**src/rtl/mem_sweep_scheduler.sv**
```systemverilog
// mem_sweep_scheduler: arbitrates one memory port between a host and a sweep
// engine, sequences classification sweeps, and tallies/logs the engine's
// per-address error samples.
//
// Ports:
//   clk, rst                 clock, asynchronous active-high reset
//   start / busy / done      sweep request level, sweep in progress, results stable
//   host_*                   host access: req/we/addr/din in, gnt/rvalid/rdata out
//   sw_*                     sweep engine: sw_start out, write/read/classify inputs in
//   mem_*                    single memory port (1-cycle synchronous read)
//   cnt_high / cnt_both      counts of type 01 / type 10 samples
//   log_count / log_ovf      valid error-log entries, log overflow flag
//   log_rd_en/idx/data       registered error-log read port
module mem_sweep_scheduler #(
    parameter int unsigned N_WORDS   = 1 << 20,
    parameter int unsigned DATA_W    = 16,
    parameter int unsigned ADDR_W    = $clog2(N_WORDS),
    parameter int unsigned LOG_DEPTH = 16
) (
    input  logic                         clk,
    input  logic                         rst,
    input  logic                         start,
    output logic                         busy,
    output logic                         done,
    input  logic                         host_req,
    input  logic                         host_we,
    input  logic [ADDR_W-1:0]            host_addr,
    input  logic [DATA_W-1:0]            host_din,
    output logic                         host_gnt,
    output logic                         host_rvalid,
    output logic [DATA_W-1:0]            host_rdata,
    output logic                         sw_start,
    input  logic                         sw_we,
    input  logic [ADDR_W-1:0]            sw_addr,
    input  logic [DATA_W-1:0]            sw_din,
    input  logic                         sw_read_phase,
    input  logic [ADDR_W-1:0]            sw_addr_out,
    input  logic [1:0]                   sw_error_type,
    input  logic                         sw_all_done,
    output logic                         mem_we,
    output logic [ADDR_W-1:0]            mem_addr,
    output logic [DATA_W-1:0]            mem_din,
    input  logic [DATA_W-1:0]            mem_dout,
    output logic [ADDR_W:0]              cnt_high,
    output logic [ADDR_W:0]              cnt_both,
    output logic [$clog2(LOG_DEPTH):0]   log_count,
    output logic                         log_ovf,
    input  logic                         log_rd_en,
    input  logic [$clog2(LOG_DEPTH)-1:0] log_rd_idx,
    output logic [ADDR_W+1:0]            log_rd_data
);

    localparam int unsigned LOG_W = $clog2(LOG_DEPTH);
    localparam int unsigned ENT_W = ADDR_W + 2;

    typedef enum logic [1:0] {IDLE, SWEEP, DRAIN, DONE} state_t;

    state_t state, state_next;
    logic   busy_next, done_next, sw_start_next;

    logic              s_v;
    logic [ADDR_W-1:0] s_a;
    logic [ENT_W-1:0]  log_mem [LOG_DEPTH];

    logic sweep_entry_c;
    logic hit_c;
    logic log_full_c;

    // State register plus registered state-decoded outputs
    always_ff @(posedge clk or posedge rst) begin
        if (rst) begin
            state    <= IDLE;
            busy     <= 1'b0;
            done     <= 1'b0;
            sw_start <= 1'b0;
        end else begin
            state    <= state_next;
            busy     <= busy_next;
            done     <= done_next;
            sw_start <= sw_start_next;
        end
    end

    // Next state and next-cycle output decode
    always_comb begin
        state_next    = state;
        busy_next     = 1'b0;
        done_next     = 1'b0;
        sw_start_next = 1'b0;
        case (state)
            IDLE, DONE: if (start) state_next = SWEEP;
            SWEEP:      if (sw_all_done) state_next = DRAIN;
            DRAIN:      state_next = DONE;
            default:    state_next = IDLE;
        endcase
        case (state_next)
            SWEEP: begin
                busy_next     = 1'b1;
                sw_start_next = 1'b1;
            end
            DRAIN:   busy_next = 1'b1;
            DONE:    done_next = 1'b1;
            default: ;
        endcase
    end

    // busy mirrors state in {SWEEP, DRAIN}; start beats the host for the port
    assign sweep_entry_c = !busy && start;
    assign host_gnt      = host_req && !rst && !busy && !start;

    // Memory port ownership
    assign mem_we   = busy ? sw_we   : (host_we && host_gnt);
    assign mem_addr = busy ? sw_addr : host_addr;
    assign mem_din  = busy ? sw_din  : host_din;

    // Read data returns one cycle after a granted host read
    always_ff @(posedge clk or posedge rst) begin
        if (rst) host_rvalid <= 1'b0;
        else     host_rvalid <= host_gnt && !host_we;
    end
    assign host_rdata = mem_dout;

    // Align engine read phase/address with the 1-cycle memory latency
    always_ff @(posedge clk or posedge rst) begin
        if (rst) begin
            s_v <= 1'b0;
            s_a <= '0;
        end else begin
            s_v <= sw_read_phase;
            s_a <= sw_addr_out;
        end
    end

    assign hit_c      = busy && s_v && (sw_error_type == 2'b01 || sw_error_type == 2'b10);
    assign log_full_c = (log_count >= (LOG_W + 1)'(LOG_DEPTH));

    // Error counters and log bookkeeping, cleared on sweep entry
    always_ff @(posedge clk or posedge rst) begin
        if (rst) begin
            cnt_high  <= '0;
            cnt_both  <= '0;
            log_count <= '0;
            log_ovf   <= 1'b0;
        end else if (sweep_entry_c) begin
            cnt_high  <= '0;
            cnt_both  <= '0;
            log_count <= '0;
            log_ovf   <= 1'b0;
        end else if (hit_c) begin
            if (sw_error_type == 2'b01) cnt_high <= cnt_high + (ADDR_W + 1)'(1);
            else                        cnt_both <= cnt_both + (ADDR_W + 1)'(1);
            if (!log_full_c) log_count <= log_count + (LOG_W + 1)'(1);
            else             log_ovf   <= 1'b1;
        end
    end

    // Log storage keeps its contents across reset
    always_ff @(posedge clk) begin
        if (hit_c && !log_full_c) log_mem[log_count[LOG_W-1:0]] <= {sw_error_type, s_a};
    end

    // Registered log read port
    always_ff @(posedge clk or posedge rst) begin
        if (rst)            log_rd_data <= '0;
        else if (log_rd_en) log_rd_data <= log_mem[log_rd_idx];
    end

endmodule

```
**config.mk**
```make
export PLATFORM = sky130hd
export DESIGN_NAME = mem_sweep_scheduler
export DESIGN_NICKNAME = d
export VERILOG_FILES = /design/src/rtl/mem_sweep_scheduler.sv
export SDC_FILE = /design/constraint.sdc
export NUM_CORES = 1
export LEC_CHECK = 0
export CAP_MARGIN = 5
export CELL_PAD_IN_SITES_DETAIL_PLACEMENT = 1
export CELL_PAD_IN_SITES_GLOBAL_PLACEMENT = 2
export CORE_MARGIN = 2
export CORE_UTILIZATION = 41
export DETAILED_ROUTE_END_ITERATION = 6
export GPL_ROUTABILITY_DRIVEN = 0
export PLACE_DENSITY_LB_ADDON = 0.1
export SLEW_MARGIN = 20
export SYNTH_ARGS = -nofsm -noshare
export SYNTH_HDL_FRONTEND = slang
export SYNTH_SLANG_ARGS = --single-unit
```
**constraint.sdc**
```tcl
create_clock -name clk -period 4.86 [get_ports clk]
set_clock_uncertainty 0.2 [all_clocks]
set_input_delay 0.972 -clock clk [delete_from_list [all_inputs] [get_ports clk]]
set_output_delay 0.972 -clock clk [all_outputs]
set_load 0.1 [all_outputs]
```
==> impl.org, run 1 <==
** Finish
- Final-layout fill cell count :: 3994
- Area overhead of the layout relative to synthesis :: 23.91%
- The library cell used most frequently in the layout, excluding fill and tap cells, is sky130_fd_sc_hd__edfxtp_1.
- Final design area excluding fillers :: 22180 um2
- Number of nets in the finished design :: 1346
- Share of post-route cells with drive strength above 1 :: 0.2508
- Commonest non-fill, non-tap cells in the layout :: sky130_fd_sc_hd__edfxtp_1, sky130_fd_sc_hd__clkdlybuf4s50_1, sky130_fd_sc_hd__dfrtp_1
- Count of antenna diodes in the layout :: 0
- For this run, the share of the core covered by cells in the final layout is 0.5149.

** Clock network
- Buffer levels on the longest clock path :: 3
- Clock root buffer master :: sky130_fd_sc_hd__clkbuf_16
- For the worst-skew pair, the clock arrives at the later sink with an insertion delay of 0.58 ns.
- Clock tree synthesis inserted a total of 47 buffers.
- The H-tree was split into 2 levels.
- The tree built by TritonCTS fans out to 449 sinks.
- Clock slew seen by the registers of the worst setup and hold paths :: 0.06 ns
- TritonCTS clock tree :: built
- Number of setup buffers added after CTS :: 0
- After clock tree synthesis, the repair step resized 0 gates.
- In this run, post-CTS hold repair placed 0 buffers.

** Logic synthesis
- Number of nets produced by synthesis :: 1104
- Mean instance size in the synthesized netlist :: 18.45 um2
- In the synthesized netlist the dominant register cell turns out to be sky130_fd_sc_hd__edfxtp_1.
- Flops & latches, synth :: 449
- After synthesis, the share of flip-flops with an asynchronous set or reset is 0.2160.
- Yosys mapped the design onto 46 distinct sky130hd cell types.
- The synthesized design contains 352 enable-type register cells.
- Portion of the post-synthesis area used by sequential elements :: 0.7262
- For this run, the number of Yosys warnings is 0.
- In the synthesized netlist, the number of instances is 970.
- Summing every instance area after synthesis gives 17900 um2.

** Placement
- In this run the cell area measured after placement is 20770 um2.
- Half-perimeter wire length after placement :: 28.54 mm
- Count of port buffers added during placement :: 218

** Run status
- The flow ran to the end, and the final reports show no timing, DRC or antenna violations.

** Critical path
- Along the worst path, the maximum fanout reaches 9.
- Among cell families on the critical path, the largest total delay comes from buffers and inverters.
- Number of buffers and inverters on the critical path :: 1
- Longest individual stage delay on the worst path :: 1.26 ns
- The largest individual stage delay along the critical path comes from the cell sky130_fd_sc_hd__clkdlybuf4s50_1.
- At the worst endpoint, the required time is 3.69 ns.
- Cell Chain, Critical Path :: clkdlybuf4s50_1
- Element type at the critical path end :: primary output
- The worst setup path is launched from a flip-flop.
- The setup path with the least slack is of type flip-flop to primary output.
- Data arrival time of the worst path :: 2.46 ns

** Timing
- In the finished design, the share of the clock period the worst path needs comes to 0.7482.
- In this run the tightest slew margin relative to its limit is 0.2890.
- Setup Total Neg Slack :: 0 ns
- Final setup vio count :: 0
- Setup repair after global routing left no endpoint under its margin.
- The smallest clock period supported by the final layout is computed as 3.636 ns.
- Transition time of the tightest slew-check pin :: 1.064 ns
- Maximum clock frequency :: 275.0 MHz
- Count of final max-slew check failures :: 0
- Hold Fails Final Rpt :: 0

** Floorplanning
- The initial utilization of the core area, before any placement, comes to 0.4155.
- Area of the die :: 45340 um2
- Die X :: 212.9 um
- Num rows :: 76
- Core Region :: 43080 um2
- Count of pins on the block boundary :: 251
- From bottom edge to top edge, the die measures 212.9 um.

** Global routing
- Largest net degree at the start of global routing :: 77
- The first global-routing pass estimated 67.52 mm of wire.
- The total overflow left after global routing is 0.
- The via count of the first global-routing pass came to 10650.
- Total global routing track utilization :: 0.2046
- The number of antenna violations at the first check in global routing is 0.

** Power and ir drop
- Power density cells :: 449.9 nW/um2
- In this run the static leakage power is 7.556 nW.
- VDD IR-drop max :: 0.4299 mV
- Total power draw :: 9.979 mW

** Detailed routing
- In the final routed layout, each cell accounts on average for 24.40 um.
- Detailed routing inserted a total of 9861 vias.
- Iteration-0 DRC Markers :: 612
- Post-detailed-routing wire length :: 44.72 mm
- For this run, design rule violations remaining after detail routing come to 0.
- Iteration count of the initial detailed-routing pass :: 5
- The detail route stage leaves a number of antenna-violating nets equal to 0.
- The detailed router put a total of 19.70 mm of wire on met1.
- In this run the top signal layer used is met4.
- In the detailed route, the total length drawn on met2 is 21.73 mm.
- Vias per cell :: 5.380
- Wire segments on met3 add up to 2.459 mm in the final route.

** Flow run
- # Max-Cap Violations :: 0

** Worst hold path
- In this run the worst hold path is classified as flip-flop to flip-flop.
[power by group]
part	switching [mW]	total, mW	internal [mW]
sequential	0.145	4.42	4.28
clock	1.46	3.35	1.89
combinational	1.59	2.21	0.619
total	3.19	9.98	6.79
[worst paths after layout]
| check | slack [ns] | to | cells after the start | from |
|---|---|---|---|---|
| worst min-delay path | 0.34 | cnt_high[9] | 1 | cnt_high[9] |
| worst max-delay path | 1.22 | log_count[3] | 1 | log_count[3] |
| worst min register to register | 0.34 | cnt_high[9] | 1 | cnt_high[9] |
| worst max register to register | 1.96 | log_mem[0][19] | 6 | busy |
| max in group asynchronous | 2.86 | log_rd_data[2] | 3 | rst |
| min in group asynchronous | 0.82 | log_rd_data[19] | 2 | rst |
[through the flow]
step	cells	hold WS, ns	setup slack (ns)
3_5_place_dp	1748	0.3330	1.062
4_1_cts	1833	0.3500	1.171
5_1_grt	1833	0.3848	1.139
2_1_floorplan	970	0.3429	0.6127
6_report	1833	0.3387	1.224
3_3_place_gp	1748	0.3319	1.135
[registers in the layout, summed over array words and instances, names as in the netlist, 2 cells and up]
name / flops
log_rd_data: 22
s_a: 20
log_mem: 352
cnt_both: 21
log_count: 5
state: 2
cnt_high: 21
[per-layer routing]
layer  vias to the layer above  track usage
li1                       4365            -
met1                      5161       0.2835
met2                       275       0.3312
met3                        60      0.04457
met4                         0      0.05088
met5                         -            0
[synthesized netlist by cell type (2+ instances only)]
library cell	count	area (um2)
sky130_fd_sc_hd__o21a_1	4	30.03
sky130_fd_sc_hd__o31ai_1	5	37.54
sky130_fd_sc_hd__mux2_2	58	653.1
sky130_fd_sc_hd__buf_2	19	95.09
sky130_fd_sc_hd__and3_1	3	18.77
sky130_fd_sc_hd__dfrtp_1	97	2427
sky130_fd_sc_hd__nand3_1	19	95.09
sky130_fd_sc_hd__xnor2_1	4	35.03
sky130_fd_sc_hd__nand2b_1	4	25.02
sky130_fd_sc_hd__inv_1	10	37.54
sky130_fd_sc_hd__mux2i_1	3	30.03
sky130_fd_sc_hd__ha_1	11	137.6
sky130_fd_sc_hd__mux4_2	88	1982
sky130_fd_sc_hd__and2_1	2	12.51
sky130_fd_sc_hd__o2111ai_2	2	30.03
sky130_fd_sc_hd__buf_1	3	11.26
sky130_fd_sc_hd__buf_4	25	187.7
sky130_fd_sc_hd__edfxtp_1	352	10570
sky130_fd_sc_hd__clkbuf_1	21	78.83
sky130_fd_sc_hd__nor2b_1	2	12.51
sky130_fd_sc_hd__or4_1	6	45.04
sky130_fd_sc_hd__nor2_1	40	150.1
sky130_fd_sc_hd__o31a_1	2	17.52
sky130_fd_sc_hd__o211ai_1	3	22.52
sky130_fd_sc_hd__o22ai_1	44	275.3
sky130_fd_sc_hd__o2111ai_1	2	17.52
sky130_fd_sc_hd__or3_1	13	81.33
sky130_fd_sc_hd__xor2_1	17	148.9
sky130_fd_sc_hd__o21ai_0	17	85.08
sky130_fd_sc_hd__nor4_1	2	12.51
sky130_fd_sc_hd__and4_1	8	70.07
sky130_fd_sc_hd__nand4_1	10	62.56
sky130_fd_sc_hd__nand2_1	18	67.56
sky130_fd_sc_hd__nor3_1	4	20.02
sky130_fd_sc_hd__a21oi_1	41	205.2
[cell families (layout without fill, tap and decap cells)]
group,count (synthesis),in the layout,share of synthesized area
buffers and inverters,79,357,0.02321
multiplexers,149,149,0.1489
adder cells (fa/ha/maj),11,11,0.007690
AND/OR/NAND/NOR,137,137,0.04068
XOR/XNOR,21,21,0.01028
flip-flops,449,449,0.7262
AO/OA/AOI/OAI,124,124,0.04306
[cell type report]
type,instances,area (um2),share of cell area
clock buffer,67,1282,0.05782
clock inverter,18,125.1,0.005641
inverter,10,42.54,0.001918
multi-input combinational,442,4558,0.2055
sequential,449,13000,0.5861
tap,585,732.0,0.03300
timing repair buffer,262,2440,0.1100
(Power assumes the default switching activity.)
==> inputs of run 2 (changes only) <==
==> constraint.sdc (replaced) <==
create_clock -name clk -period 3.7 [get_ports clk]
set_clock_uncertainty 0.2 [all_clocks]
set_input_delay 0.74 -clock clk [delete_from_list [all_inputs] [get_ports clk]]
set_output_delay 0.74 -clock clk [all_outputs]
set_load 0.1 [all_outputs]
==> impl.org, run 2 (synthesized netlist as in run 1, its figures left out) <==
** Finish
- Area overhead of the layout relative to synthesis :: 26.38%
- The top cell types in the final layout, fill and taps aside, are sky130_fd_sc_hd__edfxtp_1, sky130_fd_sc_hd__buf_4, sky130_fd_sc_hd__clkdlybuf4s50_1.
- The ratio of cells with drive above 1 in the final layout was 0.3265 (+0.07568).
- The multi-input combinational cell area came to 4583 um2 (+0.55%).
- Max FFs per register :: 352 (unchanged)
- Number of nets in the finished design :: 1360 (+1.0%)
- Most common library cell in the layout ignoring fill and taps :: sky130_fd_sc_hd__edfxtp_1
- The count of fill cells added during filler insertion is 3973 (-0.53%).
- Storage element area :: 13000 um2 (unchanged)

** Timing
- The relative slew slack came to 0.3147 (+0.02570).
- The number of pins exceeding their max-slew limit in the final report is 0 (unchanged).
- The final-layout worst hold slack is 0.3327 ns (-0.005979 ns).
- Of the available clock period, the critical path in the final layout requires 0.8825.
- The number of failing setup endpoints in the final timing report is 0 (unchanged).
- The transition time at the pin with the least slew margin was 1.028 ns (-0.03597 ns).
- The smallest clock period supported by the final layout is computed as 3.265 ns.
- Setup repair after global routing left no endpoint under its margin.
- The number of hold violations in the final report was 0 (unchanged).
- Static timing analysis puts the maximum clock frequency at 306.3 MHz.

** Critical path
- The worst setup path is captured at a primary output.
- The most critical setup path has its startpoint at busy.
- The worst register-to-register path begins at busy.
- Among cell families on the critical path, the largest total delay comes from flip-flops.
- Critical path peak fanout :: 45 (+36)
- The data arrival at the endpoint of the critical path came to 2.33 ns (-0.13 ns).
- The signal on the critical path passes through mux2_2 > buf_4.
- Type of the worst setup path :: flip-flop to primary output
- Number of buffers and inverters on the critical path :: 1 (unchanged)
- Element type at the critical path start :: flip-flop
- Required time reported for the critical path endpoint :: 2.76 ns (-0.93 ns)
- Longest individual stage delay on the worst path :: 1.04 ns (-0.22 ns)
- Standard cell with the maximum stage delay on the critical path :: sky130_fd_sc_hd__dfrtp_2

** Clock network
- The clock sink count came to 449 (unchanged).
- The post-cts repair resize count was 0 (unchanged).
- Clock tree synthesis selected as its root buffer the cell sky130_fd_sc_hd__clkbuf_16.
- Hold buffers post-CTS :: 0 (unchanged)
- The count of H-tree levels built during CTS was 2 (unchanged).
- Later-pin clock latency in the skew report :: 0.58 ns (about the same)
- The clock slew seen by the registers of the worst setup and hold paths was 0.06 ns (about the same).
- The buffer levels on the longest clock path was 3 (unchanged).
- The post-CTS setup-driven buffer insertion count was 0 (unchanged).
- TritonCTS built the clock tree.
- The TritonCTS buffer count was 48 (+2.1%).

** Detailed routing
- The final routed DRC violation total is 0 (unchanged).
- Via count of the routed design :: 9902 (+0.42%)
- Iteration-0 DRC Markers :: 532 (-13%)
- The count of TritonRoute iterations in the first routing pass was 6 (+1).
- Routed wire length per instance :: 23.94 um (-1.9%)
- The via density per instance is 5.350 (-0.56%).
- Post-detailed-routing wire length :: 44.31 mm (-0.92%)
- Routed Antenna Nets :: 0 (unchanged)

** Global routing
- The number of antenna violations at the first check in global routing is 0 (unchanged).
- The global-route wire length before repair is 68.24 mm (+1.1%).
- The leftover overflow at the end of global routing was 0 (unchanged).
- Largest net degree at the start of global routing :: 46 (-40%)
- Total global routing track utilization :: 0.2036 (-0.001007)
- Number of global-route vias before repair :: 10830 (+1.7%)

** Power and ir drop
- Leakage power summed over all cells :: 7.927 nW (+4.9%)
- Total power draw :: 14.00 mW (+40%)
- The power density over the cells is 618.7 nW/um2 (+38%).
- VDD IR-drop max :: 0.4065 mV (-5.5%)

** Floorplanning
- Count of pins on the block boundary :: 251 (unchanged)
- Die Height :: 212.9 um (unchanged)
- The starting density of the core was 0.4155 (unchanged).
- Core Region :: 43080 um2 (unchanged)
- The number of placement rows is 76 (unchanged).
- The die outline width came to 212.9 um (unchanged).
- The full die area is 45340 um2 (unchanged).

** Worst hold path
- Hold/Removal Path Class :: flip-flop to flip-flop
- Hold path start :: cnt_high[9]

** Flow run
- # Max-Cap Violations :: 0 (unchanged)

** Placement
- Count of port buffers added during placement :: 218 (unchanged)
- The placed wire-length estimate after detailed placement was 29.86 mm (+4.6%).

** Run status
- Result of the run :: complete, no violations
[run 2: cell types whose count changed in the layout (fill, tap and decap cells not counted), sizes merged]
cell / change
clkbuf: -14
buf: +84
inv: -2
clkinv: +9
bufinv: +11
clkdlybuf4s50: -71
diode: +1
[run 2: path summary, 6_finish.rpt]
check	endpoint	slack, ns	cells after the start
max	mem_din[3]	0.43	2
max in group asynchronous	log_rd_data[10]	2.02	3
max reg2reg	log_mem[1][13]	0.95	5
min reg2reg	cnt_high[9]	0.33	1
min in group asynchronous	cnt_high[9]	0.51	2
min	cnt_high[9]	0.33	1
[run 2: report_power, final]
group          switching [mW]  internal, mW  leakage (nW)
Sequential              0.256          5.61          4.39
Clock                    1.97          3.29         0.855
Combinational            2.04         0.821          2.68
Total                    4.27          9.73          7.93
[run 2: worst register-to-register path, cell delays in order (launching register included)]
cell and delay [ns]:
sky130_fd_sc_hd__dfrtp_2 1.04, sky130_fd_sc_hd__nor4bb_1 0.32, sky130_fd_sc_hd__buf_4 0.22, sky130_fd_sc_hd__nand2_1 0.18
sky130_fd_sc_hd__nor3_4 0.25, sky130_fd_sc_hd__buf_4 0.23
[run 2: area by class of cell]
| class | count | area share |
|---|---|---|
| repair buffers | 275 | 0.1110 |
| clock buffers | 53 | 0.05581 |
| diodes | 1 | 0.0001106 |
| inverters | 10 | 0.001770 |
| well taps | 585 | 0.03236 |
| clock inverters | 36 | 0.02168 |
| flip-flops and latches | 449 | 0.5747 |
| multi-input cells | 442 | 0.2026 |
[run 2: stage by stage]
step | setup WS [ns] | instance area, um2 | setup TNS [ns] | utilization | instances
floorplan | -0.2732 | 17930 | -0.2732 | - | 970
CTS | 0.3867 | 22620 | 0 | 0.5250 | 1850
detailed placement | 0.1497 | 20860 | 0 | 0.4843 | 1761
global placement | 0.2242 | 20860 | 0 | 0.4843 | 1761
global route | 0.3486 | 22620 | 0 | 0.5250 | 1850
finish | 0.4348 | 22620 | 0 | 0.5251 | 1851
[run 2: layer usage]
metal	share of wire	wire length, um	vias up	GRT usage
met2	0.49	21660	265	0.3338
met3	0.057	2538	52	0.04001
met5	0	0	-	0
li1	-	-	4388	-
met4	0.017	743	0	0.05160
met1	0.44	19370	5197	0.2807
